File: src/rtl/rom_uart_loader_pkg.sv
// ============================================================================
// rom_uart_loader_pkg : shared constants, state encodings and helpers
// Rev 1.0
// ============================================================================
`default_nettype none

package rom_uart_loader_pkg;

   localparam int           MEM           = 32;
   localparam int           MEM_ADDR      = 32;
   localparam logic         WRITE_ENABLE  = 1'b1;
   localparam logic         WRITE_DISABLE = 1'b0;
   localparam logic [7:0]   SYNC_BYTE     = 8'hA5;

   typedef enum logic [2:0] {
      ST_SYNC   = 3'd0,
      ST_LEN_LO = 3'd1,
      ST_LEN_HI = 3'd2,
      ST_DATA   = 3'd3,
      ST_DONE   = 3'd4
   } load_state_e;

   typedef enum logic [1:0] {
      RX_IDLE  = 2'd0,
      RX_START = 2'd1,
      RX_DATA  = 2'd2,
      RX_STOP  = 2'd3
   } rx_state_e;

   // Byte address of a 32-bit ROM word.
   function automatic logic [MEM_ADDR-1:0] word_addr(input logic [15:0] idx);
      return {{(MEM_ADDR-18){1'b0}}, idx, 2'b00};
   endfunction

endpackage

`default_nettype wire

File: src/rtl/rom_uart_loader_uart_rx.sv
// ============================================================================
// uart_rx : 8N1 receiver with input synchronizer and glitch-rejecting start
// Rev 1.0
// ============================================================================
`default_nettype none

module uart_rx
   import rom_uart_loader_pkg::*;
#(
   parameter int CLKS_PER_BIT = 868
) (
   input  logic       clk_i,
   input  logic       rst_i,
   input  logic       rx_i,
   output logic [7:0] rx_data_o,
   output logic       rx_valid_o,
   output logic       rx_ferr_o
);

   localparam int CW   = (CLKS_PER_BIT > 2) ? $clog2(CLKS_PER_BIT) : 2;
   localparam int HALF = CLKS_PER_BIT / 2;

   rx_state_e       state_q, state_d;
   logic [1:0]      sync_q;
   logic            prev_q;
   logic [CW-1:0]   cnt_q, cnt_d;
   logic [2:0]      bit_q, bit_d;
   logic [7:0]      shift_q, shift_d;
   logic            rx_s;

   assign rx_s      = sync_q[1];
   assign rx_data_o = shift_q;

   always_ff @(posedge clk_i) begin
      if (rst_i) begin
         sync_q  <= 2'b11;
         prev_q  <= 1'b1;
         state_q <= RX_IDLE;
         cnt_q   <= '0;
         bit_q   <= '0;
         shift_q <= '0;
      end else begin
         sync_q  <= {sync_q[0], rx_i};
         prev_q  <= rx_s;
         state_q <= state_d;
         cnt_q   <= cnt_d;
         bit_q   <= bit_d;
         shift_q <= shift_d;
      end
   end

   always_comb begin
      state_d    = state_q;
      cnt_d      = cnt_q + 1'b1;
      bit_d      = bit_q;
      shift_d    = shift_q;
      rx_valid_o = 1'b0;
      rx_ferr_o  = 1'b0;
      case (state_q)
         RX_IDLE: begin
            cnt_d = '0;
            bit_d = '0;
            if (prev_q && !rx_s) state_d = RX_START;
         end
         RX_START: begin
            // Mid-bit recheck; a line back high means the edge was a glitch.
            if (cnt_q == CW'(HALF - 1)) begin
               cnt_d   = '0;
               state_d = rx_s ? RX_IDLE : RX_DATA;
            end
         end
         RX_DATA: begin
            if (cnt_q == CW'(CLKS_PER_BIT - 1)) begin
               cnt_d   = '0;
               shift_d = {rx_s, shift_q[7:1]};
               bit_d   = bit_q + 3'd1;
               if (bit_q == 3'd7) state_d = RX_STOP;
            end
         end
         RX_STOP: begin
            if (cnt_q == CW'(CLKS_PER_BIT - 1)) begin
               cnt_d      = '0;
               state_d    = RX_IDLE;
               rx_valid_o = rx_s;
               rx_ferr_o  = !rx_s;
            end
         end
         default: state_d = RX_IDLE;
      endcase
   end

endmodule

`default_nettype wire

File: src/rtl/rom_uart_loader.sv
// ============================================================================
// rom_uart_loader : boot loader streaming a UART program image into ROM
// Rev 1.0
// ============================================================================
`default_nettype none

module rom_uart_loader
   import rom_uart_loader_pkg::*;
#(
   parameter int CLK_FREQ = 100_000_000,
   parameter int BAUD     = 115200,
   parameter int DEPTH    = 4096
) (
   input  logic                clk_100MHz,
   input  logic                rst,
   input  logic                uart_rx_i,
   output logic                hold_o,
   output logic                rom_w_ena_o,
   output logic [MEM_ADDR-1:0] rom_w_addr_o,
   output logic [MEM-1:0]      rom_w_data_o,
   output logic                done_o,
   output logic                err_o
);

   localparam int CLKS_PER_BIT = CLK_FREQ / BAUD;

   logic [7:0] rx_data;
   logic       rx_valid;
   logic       rx_ferr;

   uart_rx #(
      .CLKS_PER_BIT (CLKS_PER_BIT)
   ) u_uart_rx (
      .clk_i      (clk_100MHz),
      .rst_i      (rst),
      .rx_i       (uart_rx_i),
      .rx_data_o  (rx_data),
      .rx_valid_o (rx_valid),
      .rx_ferr_o  (rx_ferr)
   );

   load_state_e         state_q, state_d;
   logic [15:0]         len_q, len_d;
   logic [15:0]         widx_q, widx_d;
   logic [1:0]          bsel_q, bsel_d;
   logic [23:0]         buf_q, buf_d;
   logic                last_q, last_d;
   logic                ena_q, ena_d;
   logic [MEM_ADDR-1:0] addr_q, addr_d;
   logic [MEM-1:0]      data_q, data_d;
   logic                err_q, err_d;
   logic [15:0]         w_len;

   assign w_len        = {rx_data, len_q[7:0]};
   assign hold_o       = (state_q != ST_DONE);
   assign done_o       = (state_q == ST_DONE);
   assign err_o        = err_q;
   assign rom_w_ena_o  = ena_q;
   assign rom_w_addr_o = addr_q;
   assign rom_w_data_o = data_q;

   always_ff @(posedge clk_100MHz) begin
      if (rst) begin
         state_q <= ST_SYNC;
         len_q   <= '0;
         widx_q  <= '0;
         bsel_q  <= '0;
         buf_q   <= '0;
         last_q  <= 1'b0;
         ena_q   <= WRITE_DISABLE;
         addr_q  <= '0;
         data_q  <= '0;
         err_q   <= 1'b0;
      end else begin
         state_q <= state_d;
         len_q   <= len_d;
         widx_q  <= widx_d;
         bsel_q  <= bsel_d;
         buf_q   <= buf_d;
         last_q  <= last_d;
         ena_q   <= ena_d;
         addr_q  <= addr_d;
         data_q  <= data_d;
         err_q   <= err_d;
      end
   end

   always_comb begin
      state_d = state_q;
      len_d   = len_q;
      widx_d  = widx_q;
      bsel_d  = bsel_q;
      buf_d   = buf_q;
      last_d  = last_q;
      ena_d   = WRITE_DISABLE;
      addr_d  = addr_q;
      data_d  = data_q;
      err_d   = err_q;

      case (state_q)
         ST_SYNC: begin
            if (rx_valid && rx_data == SYNC_BYTE) begin
               err_d   = 1'b0;
               state_d = ST_LEN_LO;
            end
         end
         ST_LEN_LO: begin
            if (rx_valid) begin
               len_d[7:0] = rx_data;
               state_d    = ST_LEN_HI;
            end
         end
         ST_LEN_HI: begin
            if (rx_valid) begin
               len_d  = w_len;
               widx_d = '0;
               bsel_d = '0;
               last_d = 1'b0;
               if (w_len == 16'd0) begin
                  state_d = ST_DONE;
               end else if ({16'd0, w_len} > 32'(DEPTH)) begin
                  err_d   = 1'b1;
                  state_d = ST_SYNC;
               end else begin
                  state_d = ST_DATA;
               end
            end
         end
         ST_DATA: begin
            // The final write pulse gets its own cycle before DONE.
            if (last_q) begin
               last_d  = 1'b0;
               state_d = ST_DONE;
            end else if (rx_valid) begin
               bsel_d = bsel_q + 2'd1;
               case (bsel_q)
                  2'd0: buf_d[7:0]   = rx_data;
                  2'd1: buf_d[15:8]  = rx_data;
                  2'd2: buf_d[23:16] = rx_data;
                  default: begin
                     ena_d  = WRITE_ENABLE;
                     addr_d = word_addr(widx_q);
                     data_d = {rx_data, buf_q};
                     widx_d = widx_q + 16'd1;
                     if (widx_q == len_q - 16'd1) last_d = 1'b1;
                  end
               endcase
            end
         end
         ST_DONE: ;
         default: state_d = ST_SYNC;
      endcase

      if (rx_ferr && state_q != ST_DONE) begin
         err_d   = 1'b1;
         state_d = ST_SYNC;
         widx_d  = '0;
         bsel_d  = '0;
         last_d  = 1'b0;
      end
   end

endmodule

`default_nettype wire

File: config.mk
export PLATFORM = sky130hd
export DESIGN_NAME = rom_uart_loader
export DESIGN_NICKNAME = d
export VERILOG_FILES = /design/src/rtl/rom_uart_loader_pkg.sv /design/src/rtl/rom_uart_loader_uart_rx.sv /design/src/rtl/rom_uart_loader.sv
export SDC_FILE = /design/constraint.sdc
export NUM_CORES = 1
export LEC_CHECK = 0
export BUFFER_PORTS_ARGS = -buffer_cell sky130_fd_sc_hd__buf_2
export CAP_MARGIN = 20
export CORE_MARGIN = 5
export CORE_UTILIZATION = 52
export DETAILED_ROUTE_END_ITERATION = 8
export GPL_TIMING_DRIVEN = 0
export PLACE_DENSITY = 0.8
export SYNTH_ARGS = -nofsm -noshare
export SYNTH_HDL_FRONTEND = slang
export SYNTH_SLANG_ARGS = --single-unit
export TNS_END_PERCENT = 1
File: constraint.sdc
create_clock -name clk_100MHz -period 1.93 [get_ports clk_100MHz]
set_input_delay 0.193 -clock clk_100MHz [delete_from_list [all_inputs] [get_ports clk_100MHz]]
set_output_delay 0.193 -clock clk_100MHz [all_outputs]
set_load 0.01 [all_outputs]
Word level (Yosys, flattened, before mapping)
Index checks and enable logic that the tools add are counted.
{"block": "classes", "bitwise": 6, "shifts": 0, "n_addsub": 5, "multipliers": 0, "n_lt_le_gt_ge": 1, "muxes": 47, "n_eq_ne": 31, "reduce_logical": 29, "n_div": 0}
{"cell": "2-to-1 mux 16 bit", "count": 4}
{"cell": "one-hot mux 16 bit (2 select lines)", "count": 1}
{"cell": "one-hot mux 10 bit (3 select lines)", "count": 1}
{"cell": "2-to-1 mux 10 bit", "count": 2}
{"cell": "2-to-1 mux 2 bit", "count": 10}
{"cell": "AND reduction 4 bit", "count": 5}
{"cell": "AND reduction 5 bit", "count": 4}
{"cell": "2-to-1 mux 3 bit", "count": 6}
{"cell": "adder 16 x 1 -> 16 bit, second input constant", "count": 1}
{"cell": "== test 16 bit", "count": 1}
{"cell": "greater-than comparator 16 x 13 -> 1 bit, second input constant", "count": 1}
{"cell": "logical NOT 16 bit", "count": 1}
{"cell": "one-hot mux 8 bit (2 select lines)", "count": 1}
{"cell": "subtractor 16 x 1 -> 16 bit, second input constant", "count": 1}
{"cell": "2-to-1 mux 1 bit", "count": 15}
{"cell": "inequality test 3 bit, second input constant", "count": 5}
{"cell": "one-hot mux 3 bit (5 select lines)", "count": 1}
{"cell": "inequality test 2 bit, second input constant", "count": 7}
{"cell": "adder 10 x 1 -> 10 bit, second input constant", "count": 1}
{"cell": "== test 10 bit, second input constant", "count": 1}
{"cell": "== test 10 x 9 -> 1 bit, second input constant", "count": 1}
{"cell": "inequality test 2 x 1 -> 1 bit, second input constant", "count": 5}
{"cell": "== test 8 bit, second input constant", "count": 1}
{"cell": "2-to-1 mux 8 bit", "count": 1}
{"cell": "other kinds (23)", "count": 42}
{"block": "word_totals", "memories": 0, "ram_bits": 0, "romBits": 0, "latch_bits": 0, "regBits": 138, "word_cells": 138, "input_bits": 3}

Logic depth before layout (Yosys ltp)
{"block": "logic_depth", "depth_word": 7, "ltp_mapped": 9, "mapped_depth_nobuf": 8}

Hierarchy
Synthesis repeated with hierarchy kept, for this count alone.
{"block": "hier_totals", "hier_cells": 768, "area_unflattened_um2": 6263.5}
{"module": "rom_uart_loader", "area_per_inst_um2": 5088.6, "cells_per_inst": 645, "n_inst": 1}
{"module": "uart_rx", "area_per_inst_um2": 1174.9, "cells_per_inst": 123, "n_inst": 1}

Worst setup path after synthesis
No wires, ideal clock.
{"block": "synth_timing", "path_type": "reg-to-reg", "start": "register u_uart_rx.cnt_q[0]", "end": "register last_q", "required_ns": 1.812, "setup_time_ns": 0.118, "stages_incl_launch_ff": 8, "path_buffers": 1, "synth_period_minus_slack_ns": 2.054, "arrival_ns": 1.936, "slack_ns": -0.124, "path_cell_list": "dfxtp_1 ha_1 nand4bb_1 or4_4 or3_4 buf_6 nand4_1 o21ai_1"}
{"block": "synth_between", "elab_chain_len": 6}
{"element": "from (decl)", "line_no": "rom_uart_loader_uart_rx.sv:26", "source": "logic [CW-1:0] cnt_q, cnt_d;"}
{"element": "from (signal assigned)", "line_no": "rom_uart_loader_uart_rx.sv:46", "source": "cnt_q <= cnt_d;"}
{"element": "== test 10 bit (*)", "line_no": "rom_uart_loader_uart_rx.sv:81", "source": "if (cnt_q == CW'(CLKS_PER_BIT - 1)) begin"}
{"element": "2-to-1 mux 1 bit", "line_no": "rom_uart_loader_uart_rx.sv:81"}
{"element": "2-to-1 mux 1 bit", "line_no": "rom_uart_loader_uart_rx.sv:59", "source": "case (state_q)"}
{"element": "2-to-1 mux 1 bit", "line_no": "rom_uart_loader.sv:134", "source": "end else if (rx_valid) begin"}
{"element": "2-to-1 mux 1 bit", "line_no": "rom_uart_loader.sv:131", "source": "if (last_q) begin"}
{"element": "one-hot mux 1 bit (2 select lines)", "line_no": "rom_uart_loader.sv:100", "source": "case (state_q)"}
{"element": "to (signal assigned)", "line_no": "rom_uart_loader.sv:80", "source": "last_q <= last_d;"}
{"element": "to (decl)", "line_no": "rom_uart_loader.sv:47", "source": "logic last_q, last_d;"}
Every way passes the cells marked *; elsewhere a longest branch is shown, timed or not.
A chain may end at the register's enable or synchronous reset.

Worst setup path in the final report
{"block": "layout_timing", "start": "register u_uart_rx.cnt_q[1]", "end": "register widx_q[2]"}
{"block": "layout_between", "elab_chain_len": 5}
{"element": "== test 10 bit (*)", "line_no": "rom_uart_loader_uart_rx.sv:81"}
{"element": "2-to-1 mux 1 bit", "line_no": "rom_uart_loader_uart_rx.sv:81"}
{"element": "2-to-1 mux 1 bit", "line_no": "rom_uart_loader_uart_rx.sv:59"}
{"element": "inequality test 2 bit (no source line) or logical AND 1 bit (tied branches)"}
{"element": "AND reduction 5 bit (no source line) or OR reduction 2 bit (tied branches)"}
{"element": "to (signal assigned)", "line_no": "rom_uart_loader.sv:77", "source": "widx_q <= widx_d;"}
{"element": "to (decl)", "line_no": "rom_uart_loader.sv:44", "source": "logic [15:0] widx_q, widx_d;"}
Marks and branches as above.

==> flow_summary.json <==
{
  "critPathKind": "flop to flop",
  "synthAdderAreaFrac": 0.0224,
  "fillers": 989,
  "global_route.usage.met3": 0.0592,
  "postRouteAntennaNets": 0,
  "syn_area_per_cell_um2": 7.90,
  "finClkSkew_ns": 0.00689,
  "preCtsSetupSlack_ns": -0.328,
  "pin_count": 71,
  "routability_congestion": 0.918,
  "fin_nets": 878,
  "report.final.setup_viol": 33,
  "syn-cell-area_um2": 6140,
  "die_w_um": 119,
  "antenna_found_initial": 0,
  "hold_class": "flop to flop",
  "crit_required_ns": 2.24,
  "detailed_place_hpwl_um": 10300,
  "htree_levels": 4,
  "timing.hold.ws_ns": 0.410,
  "endpoint_kind": "flop",
  "design.die.area_um2": 14100,
  "root_buffer": "sky130_fd_sc_hd__clkbuf_16",
  "wl_per_cell_um": 14.7,
  "run_status": "finished, violations left",
  "ir_drop_mv": 0.723,
  "drive_gt1_frac": 0.193,
  "kind_of_launch_point_of_the_worst_setup_path": "flop",
  "final_min_period_over_clock_period": 1.07,
  "globalRoute.busiestLayer": "met2",
  "ys.warnings.count": 0,
  "dr_total_vias": 5568,
  "cts_tree": "done",
  "asyncSetResetFlopFracSynth": 0,
  "rsz0062_at_grt": "true",
  "pwr_density_cell_nw_per_um2": 819,
  "cts-buffers-inserted": 17,
  "area_taken_by_flip_flops_and_latches_um2": 2770,
  "worst-path-max-fanout": 10,
  "synth_simple_gate_area_frac": 0.276,
  "grt_use_total": 0.214,
  "clock_sink_count": 138,
  "ys_seq_elements": 138,
  "insertedDiodeCount": 0,
  "grt_first_pass_wirelength_um": 24900,
  "initial_standard_cell_utilization_of_the_core": 0.533,
  "p_leak_uw": 0.00280,
  "slew_viol_final": 0,
  "timing_worst_slew_pin_value_ns": 0.656,
  "die-height_um": 119,
  "dominant_combinational_cell_family_by_area_after_synthesis": "simple AND/OR/NAND/NOR gates",
  "final_hold_viol_count": 0,
  "violated_checks": "setup timing",
  "gr-usage-met2": 0.347,
  "synth.yosys.seq_area_share": 0.450,
  "synth_edf_count": 0,
  "grt-ovfl-total": 0,
  "buffer_ports.inserted": 53,
  "slew_headroom": 0.563,
  "synth.mux.area_fraction": 0.00347,
  "vias_per_cell": 5.46,
  "met1_demand_to_capacity_share_in_global_routing": 0.273,
  "finalWirelength_um": 15000,
  "multiInputGateArea_um2": 3220,
  "max-cap-violations": 0,
  "synth_cell_type_count": 59,
  "detailedRoute.firstPassIterationCount": 5,
  "synth-compound-area-share": 0.134,
  "clock_tree_buf_depth": 2,
  "route.detailed.drc": 0,
  "max_clk_rate_mhz": 486,
  "row_count": 39,
  "drtIter0Drc": 375,
  "synth_xor_xnor_area_share": 0.0528,
  "synthesis.instances": 777,
  "grt_pass1_vias": 5178,
  "syn2layout_area_growth_pct": 21.5,
  "coreArea_um2": 11500,
  "timing.final.ws_setup_ns": -0.129,
  "clkLatencyLatePin_ns": 0.42,
  "grt_start_max_net_pins": 17,
  "final.min_clock_period_ns": 2.06,
  "clk_pin_slew_worst_paths_ns": 0.06,
  "worst_ep_arrival_time_ns": 2.37,
  "synth_flop_cell": "sky130_fd_sc_hd__dfxtp_1"
}
## metal layers
layer  up-vias  wire length (um)
met5         -                 0
met4         0               278
met3        33              1000
met2       182              7230
met1      2602              6520
li1       2751                 -
## critical path, stage by stage (launching register included)
cell                        delay, ns
sky130_fd_sc_hd__dfxtp_4         0.37
sky130_fd_sc_hd__ha_4            0.16
sky130_fd_sc_hd__nand4bb_1       0.13
sky130_fd_sc_hd__or4_4           0.56
sky130_fd_sc_hd__or3_4           0.40
sky130_fd_sc_hd__nand2_4         0.13
sky130_fd_sc_hd__buf_8           0.14
sky130_fd_sc_hd__nor2_1          0.05
## power by group
part / internal [uW] / switching (uW) / total (uW)
sequential: 2850 / 2.59 / 2850
combinational: 38.7 / 80.3 / 119
clock: 1920 / 1210 / 3130
## placed cells by master, fill, tap and decap left out, drive strengths merged, types with 11 or more instances in the layout
master	n
nor3	11
xor2	14
clkbuf	51
conb	16
ha	11
xnor2	23
buf	86
nand2	214
inv	17
nor2	47
nand4	14
a21oi	117
or3	11
dfxtp	138
o21ai	12
## area by class of cell
class                           count  share of cell area
Clock buffer                       24              0.0660
Inverter                           15             0.00756
Multi-Input combinational cell    578               0.433
Tap cell                          143              0.0240
Clock inverter                      8              0.0114
Buffer                             59              0.0487
Sequential cell                   138               0.372
Timing Repair Buffer               55              0.0379
## final timing paths
| path | from | endpoint | slack, ns | depth (start not counted) |
|---|---|---|---|---|
| worst max-delay path | u_uart_rx.cnt_q[1]$_SDFF_PP0_ | widx_q[2]$_SDFFE_PP0P_ | -0.13 | 7 |
| worst min-delay path | u_uart_rx.sync_q[0]$_SDFF_PP1_ | u_uart_rx.sync_q[1]$_SDFF_PP1_ | 0.41 | 1 |
| worst max register to register | u_uart_rx.cnt_q[1]$_SDFF_PP0_ | widx_q[2]$_SDFFE_PP0P_ | -0.13 | 7 |
| worst min register to register | u_uart_rx.sync_q[0]$_SDFF_PP1_ | u_uart_rx.sync_q[1]$_SDFF_PP1_ | 0.41 | 1 |
## sequential cells by signal (all words and copies together), names as in the netlist, named ones only
name,count
err_o,1
rom_w_data_o,32
rom_w_addr_o,16
buf_q,24
u_uart_rx.sync_q,2
widx_q,16
u_uart_rx.prev_q,1
last_q,1
len_q,16
u_uart_rx.cnt_q,10
rom_w_ena_o,1
bsel_q,2
state_q,3
u_uart_rx.state_q,1
u_uart_rx.rx_data_o,8
u_uart_rx.bit_q,3
## Yosys cell counts, types with 4 or more instances
master / instances / area (um^2)
sky130_fd_sc_hd__xor2_1: 14 / 123
sky130_fd_sc_hd__ha_1: 11 / 138
sky130_fd_sc_hd__nand3_1: 10 / 50.1
sky130_fd_sc_hd__nand2_1: 213 / 800
sky130_fd_sc_hd__nor3_1: 9 / 45.0
sky130_fd_sc_hd__a31oi_1: 5 / 31.3
sky130_fd_sc_hd__inv_1: 15 / 56.3
sky130_fd_sc_hd__dfxtp_1: 138 / 2760
sky130_fd_sc_hd__xnor2_1: 23 / 201
sky130_fd_sc_hd__nand2b_1: 9 / 56.3
sky130_fd_sc_hd__buf_2: 7 / 35.0
sky130_fd_sc_hd__or2_2: 4 / 25.0
sky130_fd_sc_hd__and3_1: 7 / 43.8
sky130_fd_sc_hd__a21oi_1: 115 / 576
sky130_fd_sc_hd__or3_1: 10 / 62.6
sky130_fd_sc_hd__nor4_1: 4 / 25.0
sky130_fd_sc_hd__nor2_1: 47 / 176
sky130_fd_sc_hd__nand4_1: 12 / 75.1
sky130_fd_sc_hd__nor3b_1: 4 / 30.0
sky130_fd_sc_hd__buf_4: 16 / 120
sky130_fd_sc_hd__and2_1: 4 / 25.0
sky130_fd_sc_hd__o21ai_0: 11 / 55.1
sky130_fd_sc_hd__clkbuf_1: 35 / 131
## stage by stage
stage          instance area (um^2)  total power [uW]  setup TNS, ns  instances  utilization
4_1_cts                        7360              6140          -2.82       1020        0.639
2_1_floorplan                  6210              3000              0        792            -
6_report                       7450              6100          -2.83       1020        0.647
3_5_place_dp                   6660              3030         -20.84        988        0.578
5_1_grt                        7450              6280          -7.98       1020        0.647
3_3_place_gp                   6660              3030         -18.67        988        0.578
## repair_timing
action | 4_1_cts | 5_1_grt
resized for setup | 41 | 38
pin swaps | 9 | 3
setup buffers | 1 | 0
hold buffers | 1 | 0
endpoints found under the hold margin | 1 | 0
endpoints found under the setup margin | 125 | 119
## kinds of logic after synthesis
kind of cell               count (synthesis)
buffers and inverters                     76
xor gates and xnor gates                  37
other                                      1
and+or+nand+nor                          361
DFF                                      138
muxes                                      2
adders and majority gates                 11
AOI/OAI and AO/OA                        151
(Power assumes the default switching activity.)
